### src/rtl/audio_dac_serializer.sv
// I2S transmitter for packed stereo samples {left[31:16], right[15:0]}.
// Drives BCLK/LRCK as link master, with a one-deep valid/ready holding register toward upstream.
module audio_dac_serializer #(
  parameter int BCLK_HALF = 8,
  parameter int SLOT_BITS = 32
) (
  input  logic        clk,
  input  logic        rst,
  input  logic [31:0] inputAudio,
  input  logic        sample_valid,
  output logic        sample_ready,
  output logic        bclk,
  output logic        lrck,
  output logic        dacdat,
  output logic        underrun
);

  localparam int DivW = (BCLK_HALF > 1) ? $clog2(BCLK_HALF) : 1;
  localparam int CntW = $clog2(2 * SLOT_BITS);
  localparam logic [DivW-1:0] DivMax  = DivW'(BCLK_HALF - 1);
  localparam logic [CntW-1:0] CntMax  = CntW'(2 * SLOT_BITS - 1);
  localparam logic [CntW-1:0] SlotLen = CntW'(SLOT_BITS);

  logic [DivW-1:0] div_q, div_d;
  logic            bclk_q, bclk_d;
  logic [CntW-1:0] bit_cnt_q, bit_cnt_d;
  logic            lrck_q, lrck_d;
  logic            dacdat_q, dacdat_d;
  logic [31:0]     shift_q, shift_d;
  logic [31:0]     hold_q, hold_d;
  logic            hold_full_q, hold_full_d;
  logic            ready_q, ready_d;
  logic            underrun_q, underrun_d;

  logic            div_tc;
  logic            fall;
  logic [CntW-1:0] bit_next;
  logic            right_slot;
  logic [CntW-1:0] slot_pos;
  logic            frame_start;
  logic            xfer;

  always_comb begin
    div_d       = div_q;
    bclk_d      = bclk_q;
    bit_cnt_d   = bit_cnt_q;
    lrck_d      = lrck_q;
    dacdat_d    = dacdat_q;
    shift_d     = shift_q;
    hold_d      = hold_q;
    hold_full_d = hold_full_q;

    div_tc      = (div_q == DivMax);
    fall        = div_tc && bclk_q;
    bit_next    = (bit_cnt_q == CntMax) ? '0 : bit_cnt_q + CntW'(1);
    right_slot  = (bit_next >= SlotLen);
    slot_pos    = right_slot ? bit_next - SlotLen : bit_next;
    frame_start = fall && (bit_next == '0);
    xfer        = sample_valid && ready_q;

    div_d  = div_tc ? '0 : div_q + DivW'(1);
    bclk_d = div_tc ? ~bclk_q : bclk_q;

    // The shifter streams left MSB-first, after which the right channel sits in the top half.
    if (fall) begin
      bit_cnt_d = bit_next;
      lrck_d    = right_slot;
      dacdat_d  = 1'b0;
      if (frame_start) begin
        shift_d = hold_full_q ? hold_q : '0;
      end else if (slot_pos >= CntW'(1) && slot_pos <= CntW'(16)) begin
        dacdat_d = shift_q[31];
        shift_d  = {shift_q[30:0], 1'b0};
      end
    end

    // A sample accepted on a frame-start edge waits for the next frame rather than bypassing.
    if (frame_start && hold_full_q) begin
      hold_full_d = 1'b0;
    end
    if (xfer) begin
      hold_d      = inputAudio;
      hold_full_d = 1'b1;
    end

    ready_d    = !hold_full_d;
    underrun_d = frame_start && !hold_full_q;
  end

  always_ff @(posedge clk) begin
    if (rst) begin
      div_q       <= '0;
      bclk_q      <= 1'b0;
      bit_cnt_q   <= CntMax;
      lrck_q      <= 1'b1;
      dacdat_q    <= 1'b0;
      shift_q     <= '0;
      hold_q      <= '0;
      hold_full_q <= 1'b0;
      ready_q     <= 1'b1;
      underrun_q  <= 1'b0;
    end else begin
      div_q       <= div_d;
      bclk_q      <= bclk_d;
      bit_cnt_q   <= bit_cnt_d;
      lrck_q      <= lrck_d;
      dacdat_q    <= dacdat_d;
      shift_q     <= shift_d;
      hold_q      <= hold_d;
      hold_full_q <= hold_full_d;
      ready_q     <= ready_d;
      underrun_q  <= underrun_d;
    end
  end

  assign sample_ready = ready_q;
  assign bclk         = bclk_q;
  assign lrck         = lrck_q;
  assign dacdat       = dacdat_q;
  assign underrun     = underrun_q;

endmodule

### config.mk
export PLATFORM = sky130hd
export DESIGN_NAME = audio_dac_serializer
export DESIGN_NICKNAME = d
export VERILOG_FILES = /design/src/rtl/audio_dac_serializer.sv
export SDC_FILE = /design/constraint.sdc
export NUM_CORES = 1
export LEC_CHECK = 0
export ABC_AREA = 1
export CORE_MARGIN = 2
export CORE_UTILIZATION = 56
export DETAILED_ROUTE_END_ITERATION = 10
export GPL_TIMING_DRIVEN = 0
export PLACE_DENSITY = 0.89
export SLEW_MARGIN = 20
export SYNTH_ARGS = -nofsm -noshare
export SYNTH_HDL_FRONTEND = slang
export SYNTH_SLANG_ARGS = --single-unit
### constraint.sdc
create_clock -name clk -period 2.6 [get_ports clk]
set_input_delay 0.39 -clock clk [delete_from_list [all_inputs] [get_ports clk]]
set_output_delay 0.39 -clock clk [all_outputs]
set_load 0.02 [all_outputs]
==> run metrics, run 1 <==
initial antenna violation count=0; Crit path largest cell delay=around 0.32 ns; maximum operating frequency=roughly 460 MHz; clock-pin transition on the worst setup and hold timing paths=0.08 ns; #FFs+latches synth=about 80; worst-skew pair later-pin latency=between 0.3 and 0.4 ns; Pint=between 0.0015 and 0.002 W; first-pass GRT wire length=approximately 14000 um; port bufs=38; Synth area leaders=dfxtp_1 43%, nand2_1 15%, nor2_1 14%, o21ai_2 5.7%, inv_1 4.8%; Hold Crit Class=reg -> reg; row cnt=29; Final Hold Fails=0; Setup Viol. Count Final=0; CTS tree=done; DP HPWL=approximately 5600 um; setup bufs post-CTS=0; Final ANT Viol Nets=0; Unique masters post-synth=26; crit path launch type=register; Slew @ Worst Pin=0.505 ns; Die ar.=7230 um^2; most frequent cells in the layout=144 x nand2_1, 139 x nor2_1, 79 x dfxtp_1; GRT overflow=0; Pleak=between 2 and 2.5 nW; synth-to-layout area growth=19.6%; RSZ-0062 raised after global routing=no; I/O pins=40; DR vias/cell=slightly above 5; CP required=between 2 and 3 ns; Setup crit end kind=register; All-Layer GR Usage=about a quarter; share of power burned in registers=approximately 49%; area fraction of the dominant cell type after synthesis=43.0%; Top delay family on crit path=simple AND/OR/NAND/NOR gates; Sw Ratio=~24%; DRC=0; drt wl/cell=between 10 and 15 um; post-synthesis sequential area ratio=between 40 and 50%; Syn. warnings=0; status=finished clean; hold_buf cts=0; CTS Sinks=between 70 and 80; Antenna diodes=0; most common cell after layout, fill and taps aside=nand2_1; Rel. slew slack=approximately two thirds; CP Max Fanout=10; root buf cell=clkbuf_8; Pins Over Slew Limit=0; first-iteration detailed-routing DRC count=about 140; routability congestion estimate=slightly below 0.9; crit path kind=reg -> reg; CTS-repair resized insts=0; final worst-path cycle share=a little over four fifths; DIE HEIGHT=approximately 85 um; Tmin final=approximately 2.2 ns; net switching power=0.000629 W; syn avg cell area=about 6.8 um^2; top cell type by total area after synthesis=dfxtp_1; Hold WS=~0.43 ns; Core Area=between 6000 and 7000 um^2; CP Buf/Inv Count=2; initial core utilization=57.9%; P per Cell Area=roughly 600 nW/um^2; pin count of the biggest net entering global routing=15; Clock Tree Buf Depth=2; CTS buffer count=9; Post-Route WL=about 8300 um; DR vias=~3.4k; Final nets=630; Synth Cell Area=approximately 3700 um^2; critical path, cell by cell=ha_1, ha_1, nand2_1, clkinv_1, nand2_1, nor2_2, nand2_2, nand2_2, nand2_4, buf_2, nor2_1, nor2_1; die width=85.0 um; Logic pwr share=under 10%; Setup Skew=between 0.015 and 0.02 ns; First-pass DRT Iterations=4; slowest CP cell=dfxtp_1; Cells after Synth=about 540; vias in the first global route=roughly 3.3k; max cap viols=0; Clk pwr share=between 40% and 50%; arrival time at the worst endpoint=2.49 ns; setup tns final=0 ns; Worst IR Drop VDD=408 uV; post-synth net total=approximately 580; layout cell share with drive strength beyond 1=10.4%; H-tree depth=3
[per-layer routing]
metal  vias up  wire length (um)  GRT usage (%)
met3        21               320           3.40
met2        73              4110           43.7
met1      1556              3630           28.8
li1       1752                 -              -
met5         -                 0              0
met4         0               221           13.6
[area by class of cell]
| type | instances | area, um^2 |
|---|---|---|
| Tap cell | 77 | 96.3 |
| Multi-Input combinational cell | 382 | 1720 |
| Inverter | 49 | 184 |
| Fill cell | 525 | 1950 |
| Buffer | 31 | 189 |
| Sequential cell | 79 | 1580 |
| Clock inverter | 7 | 120 |
| Timing Repair Buffer | 38 | 380 |
| Clock buffer | 9 | 124 |
[power by group through the flow]
stage / sequential (W) / clock [W] / combinational [W]
6_report: 0.00128 / 0.00113 / 0.000201
5_1_grt: 0.00129 / 0.00119 / 0.000228
4_1_cts: 0.00128 / 0.00113 / 0.000203
3_5_place_dp: 0.00131 / 0 / 0.000202
3_3_place_gp: 0.00131 / 0 / 0.000193
2_1_floorplan: 0.00130 / 0 / 0.000112
[worst reg2reg max path, delay by kind of cell (launching register included)]
family | cells | cell delay, ns
and+or+nand+nor | 8 | 0.86
buffers and inverters | 2 | 0.54
adders and majority gates | 2 | 0.41
DFF | 1 | 0.32
[state kept, by name, indices dropped and copies added (netlist names)]
register	flops
shift_q	32
hold_full_q	1
div_q	3
dacdat	1
hold_q	32
bclk	1
sample_ready	1
lrck	1
underrun	1
bit_cnt_q	6
[synth_stat cells (all sizes together)]
cell type,instances
nand2,149
xnor2,1
nor2,141
nand3,6
nor3,2
clkbuf,15
a21oi,6
dfxtp,79
ha,5
o211ai,2
a22oi,2
nand4,2
clkinv,1
or2,1
o21ai,65
buf,16
inv,48
[final timing paths]
kind	from	to	slack [ns]	depth (start not counted)
worst max-delay path	div_q[0]	shift_q[5]	0.42	12
worst max register to register	div_q[0]	shift_q[5]	0.42	12
worst min register to register	div_q[0]	div_q[0]	0.43	1
worst min-delay path	div_q[0]	div_q[0]	0.43	1
[through the flow]
stage	cell area, um^2	setup slack [ns]	power (W)	cells	util [%]
2_1_floorplan	3680	0.772	0.00142	541	-
3_3_place_gp	4150	0.532	0.00150	656	65.4
3_5_place_dp	4150	0.433	0.00151	656	65.4
4_1_cts	4400	0.418	0.00262	672	69.2
5_1_grt	4400	0.215	0.00270	672	69.2
6_report	4400	0.423	0.00262	672	69.2
[cells by family after synthesis]
kind of cell	Yosys count	share of synthesized area, %
AOI/OAI and AO/OA	75	12.9
xor gates and xnor gates	1	0.238
adders and majority gates	5	1.70
buffers and inverters	80	10.1
DFF	79	43.0
and+or+nand+nor	301	32.0
(Power assumes the default switching activity.)
==> inputs of run 2 (changes only) <==
- clock period: 2.6 -> 2.2 ns (I/O delays scaled with it)
==> run metrics, run 2 (same netlist as run 1, synthesis figures left out) <==
status=finished clean; post-layout util=69.8%; Core Area=approximately 6300 um^2; first-pass GRT wire length=between 10000 and 15000 um; All-Layer GR Usage=between 20 and 25%; Setup Skew=approximately 0.016 ns; first-iteration detailed-routing DRC count=roughly 150; CTS buffer count=9; layout cell share with drive strength beyond 1=a little under an eighth; net switching power=about 0.00075 W; drt wl/cell=12.5 um; Die ar.=around 7200 um^2; H-tree depth=3; GRT overflow=0; P per Cell Area=approximately 700 nW/um^2; Clock Tree Buf Depth=2; Tmin final=about 2 ns; CP required=~2.5 ns; Final nets=roughly 630; port bufs=38; most common cell after layout, fill and taps aside=nand2_1; Antenna diodes=0; setup tns final=0 ns; routability congestion estimate=a little under 0.9; Setup Viol. Count Final=0; CP Buf/Inv Count=1; hold_buf cts=0; row cnt=29; Post-Route WL=between 8000 and 9000 um; DP HPWL=between 5000 and 6000 um; Sw Ratio=24.1%; Logic pwr share=7.7%; Clk pwr share=between 40% and 50%; Hold Crit Class=in -> reg; Pleak=2.06 nW; initial antenna violation count=0; share of power burned in registers=between 40% and 50%; DIE HEIGHT=between 80 and 90 um; RSZ-0062 raised after global routing=no; CP Max Fanout=10; Setup crit end kind=register; crit path launch type=register; met3 Resource Use GR=between 3 and 4%; CTS tree=done; Final Hold Fails=0; clock-pin transition on the worst setup and hold timing paths=approximately 0.08 ns; most frequent cells in the layout=143 x nand2_1, 139 x nor2_1, 77 x dfxtp_1; Top delay family on crit path=simple AND/OR/NAND/NOR gates; DR vias/cell=5.11; slowest CP cell=dfxtp_2; met1 Use GR=28.8%; max cap viols=0; die width=between 80 and 90 um; Pint=around 0.0023 W; Crit path largest cell delay=between 0.3 and 0.4 ns; critical path, cell by cell=ha_1, nand2_2, nor2_1, nand2_1, nand2_1, nand2_1, nand2_1, nand2_1, nand2_2, nand2_4, buf_2, nor2_1, nor2_1; DR vias=between 3k and 4k; CTS Sinks=79; synth-to-layout area growth=20.5%; grt met2 use=between 40% and 50%; arrival time at the worst endpoint=about 2.3 ns; most frequent cell on the critical path=nand2_1; root buf cell=clkbuf_8; I/O pins=40; final worst-path cycle share=between 90% and 100%; Worst IR Drop VDD=482 uV; First-pass DRT Iterations=4; vias in the first global route=approximately 3.3k; Regs by FF count=hold_q: 32 flops, shift_q: 32 flops, bit_cnt_q: 6 flops; Final ANT Viol Nets=0; worst-skew pair later-pin latency=roughly 0.38 ns; Slew @ Worst Pin=between 0.4 and 0.5 ns; busiest grt layer=met2; pin count of the biggest net entering global routing=15; crit path kind=reg -> reg; Pins Over Slew Limit=0; DRC=0; initial core utilization=between 50 and 60%; Rel. slew slack=roughly two thirds; maximum operating frequency=500 MHz
## run 2: power groups by stage
stage                     Sequential [W]  Combinational, W  Clock, W
after floorplan                  0.00154          0.000133         0
after global routing             0.00152          0.000269   0.00140
final                            0.00152          0.000238   0.00134
after CTS                        0.00151          0.000240   0.00134
after global placement           0.00155          0.000228         0
after detailed placement         0.00155          0.000238         0
## run 2: stage by stage
stage	total power [W]	setup slack [ns]	hold WS (ns)	std cells	cell area [um^2]
after detailed placement	0.00179	0.0326	0.419	656	4150
after global placement	0.00177	0.132	0.405	656	4150
after floorplan	0.00167	0.372	0.397	541	3680
final	0.00309	0.199	0.376	675	4430
after CTS	0.00309	0.0175	0.377	672	4400
after global routing	0.00319	0.0307	0.450	675	4430
## run 2: what timing repair did
item,CTS,global route
buffers inserted,0,2
resized for setup,0,5
setup endpoints to repair,0,33
hold endpoints to repair,0,0
## run 2: worst paths after layout
kind / startpoint / end / slack [ns] / depth (start not counted)
hold reg to reg: div_q[0] / div_q[0] / 0.43 / 1
setup / recovery: bit_cnt_q[0] / shift_q[4] / 0.20 / 13
hold / removal: rst / hold_full_q / 0.38 / 2
setup reg to reg: bit_cnt_q[0] / shift_q[4] / 0.20 / 13
## run 2: metal layers
metal	vias up	routed length (um)	share of wire, %
met5	-	0	0
met4	0	260	3.1
met3	26	328	3.9
met2	87	4130	49
met1	1577	3700	44
li1	1759	-	-
## run 2: cell type report
| class | count | area [um^2] |
|---|---|---|
| clock buffer | 9 | 124 |
| inverter | 49 | 188 |
| tap | 77 | 96.3 |
| multi-input combinational | 382 | 1730 |
| timing repair buffer | 40 | 395 |
| clock inverter | 7 | 120 |
| fill | 518 | 1920 |
| sequential | 79 | 1580 |
| buffer | 31 | 189 |
| timing repair inverter | 1 | 5.00 |
==> inputs of run 3 (changes only) <==
- CORE_MARGIN: 2 -> 5
- CTS_CLUSTER_DIAMETER: unset -> 150
- HOLD_SLACK_MARGIN: unset -> 0.02
==> run metrics, run 3 (same netlist as run 1, synthesis figures left out) <==
DR vias=roughly 3.4k; Worst IR Drop VDD=413 uV; CP required=about 2.5 ns; Final nets=approximately 630; Die ar.=around 8300 um^2; row cnt=29; Final ANT Viol Nets=0; Logic pwr share=under 10%; Pleak=just over 2 nW; Rel. slew slack=about two thirds; port bufs=38; routability congestion estimate=0.860; Regs by FF count=hold_q: 32 flops, shift_q: 32 flops, bit_cnt_q: 6 flops; Critical R2R Capture=shift_q[31]; Hold Crit Class=in -> reg; Cell Count, Final, Fillers Out=between 600 and 700; root buf cell=clkbuf_8; initial antenna violation count=0; Top delay family on crit path=simple AND/OR/NAND/NOR gates; FF-to-FF path depth=12; CTS buffer count=9; CP Buf/Inv Count=2; share of power burned in registers=51.1%; Setup crit end kind=register; status=finished clean; net switching power=between 0.0006 and 0.0007 W; Cells after DPL=between 600 and 700; post-layout util=68.9%; design area=4400 um^2; DP HPWL=5450 um; I/O pins=40; Tmin final=a little over 2 ns; Setup Skew=0.00820 ns; Antenna diodes=0; crit path launch type=register; Post-Route WL=a little under 8000 um; Clock Tree Buf Depth=2; initial core utilization=57.6%; DIE HEIGHT=roughly 91 um; hold_buf cts=0; All-Layer GR Usage=roughly a fifth; Final Hold Fails=0; drt wl/cell=about 12 um; CP Max Fanout=10; die width=91.0 um; First-pass DRT Iterations=4; clock-pin transition on the worst setup and hold timing paths=roughly 0.08 ns; DR vias/cell=~5.0; r2r setup slk=approximately 0.17 ns; most common cell after layout, fill and taps aside=nand2_1; setup tns final=0 ns; H-tree depth=3; max cap viols=0; fin worst setup slack=~0.17 ns; synth-to-layout area growth=19.6%; CTS Sinks=79; Cells on Worst Hold Path=2; CTS tree=done; Clk pwr share=between 40 and 50%; filler instances=about 530; Setup Viol. Count Final=0; critical path, cell by cell=ha_1, ha_1, nand2_1, clkinvlp_4, nand2_1, nor2_2, nand2_2, nand2_2, nand2_4, buf_2, nor2_1, nor2_1; first-iteration detailed-routing DRC count=189; Slew @ Worst Pin=just over 0.5 ns; layout cell share with drive strength beyond 1=roughly 11%; DP Area=between 4000 and 5000 um^2; Hold EP=underrun; first-pass GRT wire length=between 10000 and 15000 um; vias in the first global route=between 3k and 4k; worst-skew pair later-pin latency=roughly 0.36 ns; min-delay src=rst; GRT overflow=0; worst r2r src=div_q[0]; Place WS=between 0.08 and 0.09 ns; Core Area=6390 um^2; Pins Over Slew Limit=0; final worst-path cycle share=between 90% and 100%; maximum operating frequency=around 490 MHz; Sw Ratio=a little under a quarter; DRC=0; slowest CP cell=dfxtp_1; arrival time at the worst endpoint=2.33 ns; Pint=0.00226 W; Crit path largest cell delay=0.32 ns; most frequent cells in the layout=144 x nand2_1, 139 x nor2_1, 79 x dfxtp_1; P per Cell Area=673 nW/um^2; pin count of the biggest net entering global routing=14; crit path kind=reg -> reg
## run 3: changes by cell type in the layout (fill, tap and decap cells not counted)
cell	change
dfxtp_1	+2
dfxtp_2	-2
bufinv_16	-1
clkbuf_1	+1
clkbuf_8	+1
clkinvlp_2	-1
inv_6	-1
nand2_1	+1
nand2_2	-1
## run 3: timing repair
action / CTS / global route
setup endpoints to repair: 0 / 32
buffers inserted: 0 / 2
resized for setup: 0 / 2
## run 3: worst max-delay path by stage
stage / from / to / slack (ns) / cells past startpoint
after floorplan: div_q[0] / shift_q[10] / 0.37 / 12
after global placement: div_q[0] / shift_q[18] / 0.13 / 12
after detailed placement: div_q[0] / shift_q[10] / 0.09 / 12
after CTS: div_q[0] / shift_q[10] / 0.07 / 12
after global routing: div_q[0] / shift_q[11] / -0.01 / 12
final: div_q[0] / shift_q[31] / 0.17 / 12
## run 3: power by group through the flow
stage          registers, W  logic [W]  clock network, W
2_1_floorplan       0.00154   0.000133                 0
3_3_place_gp        0.00155   0.000228                 0
3_5_place_dp        0.00155   0.000236                 0
4_1_cts             0.00151   0.000237           0.00122
5_1_grt             0.00152   0.000271           0.00129
6_report            0.00151   0.000235           0.00121
## run 3: routing by layer
| layer | share of wire [%] | track usage, % |
|---|---|---|
| met4 | 1.7 | 8.68 |
| met2 | 48 | 34.1 |
| met1 | 44 | 23.4 |
| met3 | 6.0 | 4.79 |
| met5 | 0 | 0 |
## run 3: worst register-to-register path: cells and delay by family (launching register included)
kind / cells / cell delay (ns)
AND/OR/NAND/NOR: 8 / 0.82
buffers and inverters: 2 / 0.43
adder cells (fa/ha/maj): 2 / 0.39
flip-flops: 1 / 0.32
## run 3: layout make-up
type	count	area (um^2)	share of cell area (%)
multi-input combinational	382	1730	39.2
timing repair buffer	40	395	8.99
clock inverter	5	81.3	1.85
inverter	49	188	4.27
buffer	31	189	4.30
tap	77	96.3	2.19
sequential	79	1580	36.0
clock buffer	11	141	3.21
## run 3: through the flow
| step | hold WS, ns | power [W] |
|---|---|---|
| after detailed placement | 0.416 | 0.00178 |
| after CTS | 0.375 | 0.00297 |
| after global placement | 0.405 | 0.00177 |
| after floorplan | 0.397 | 0.00167 |
| after global routing | 0.390 | 0.00308 |
| final | 0.391 | 0.00296 |
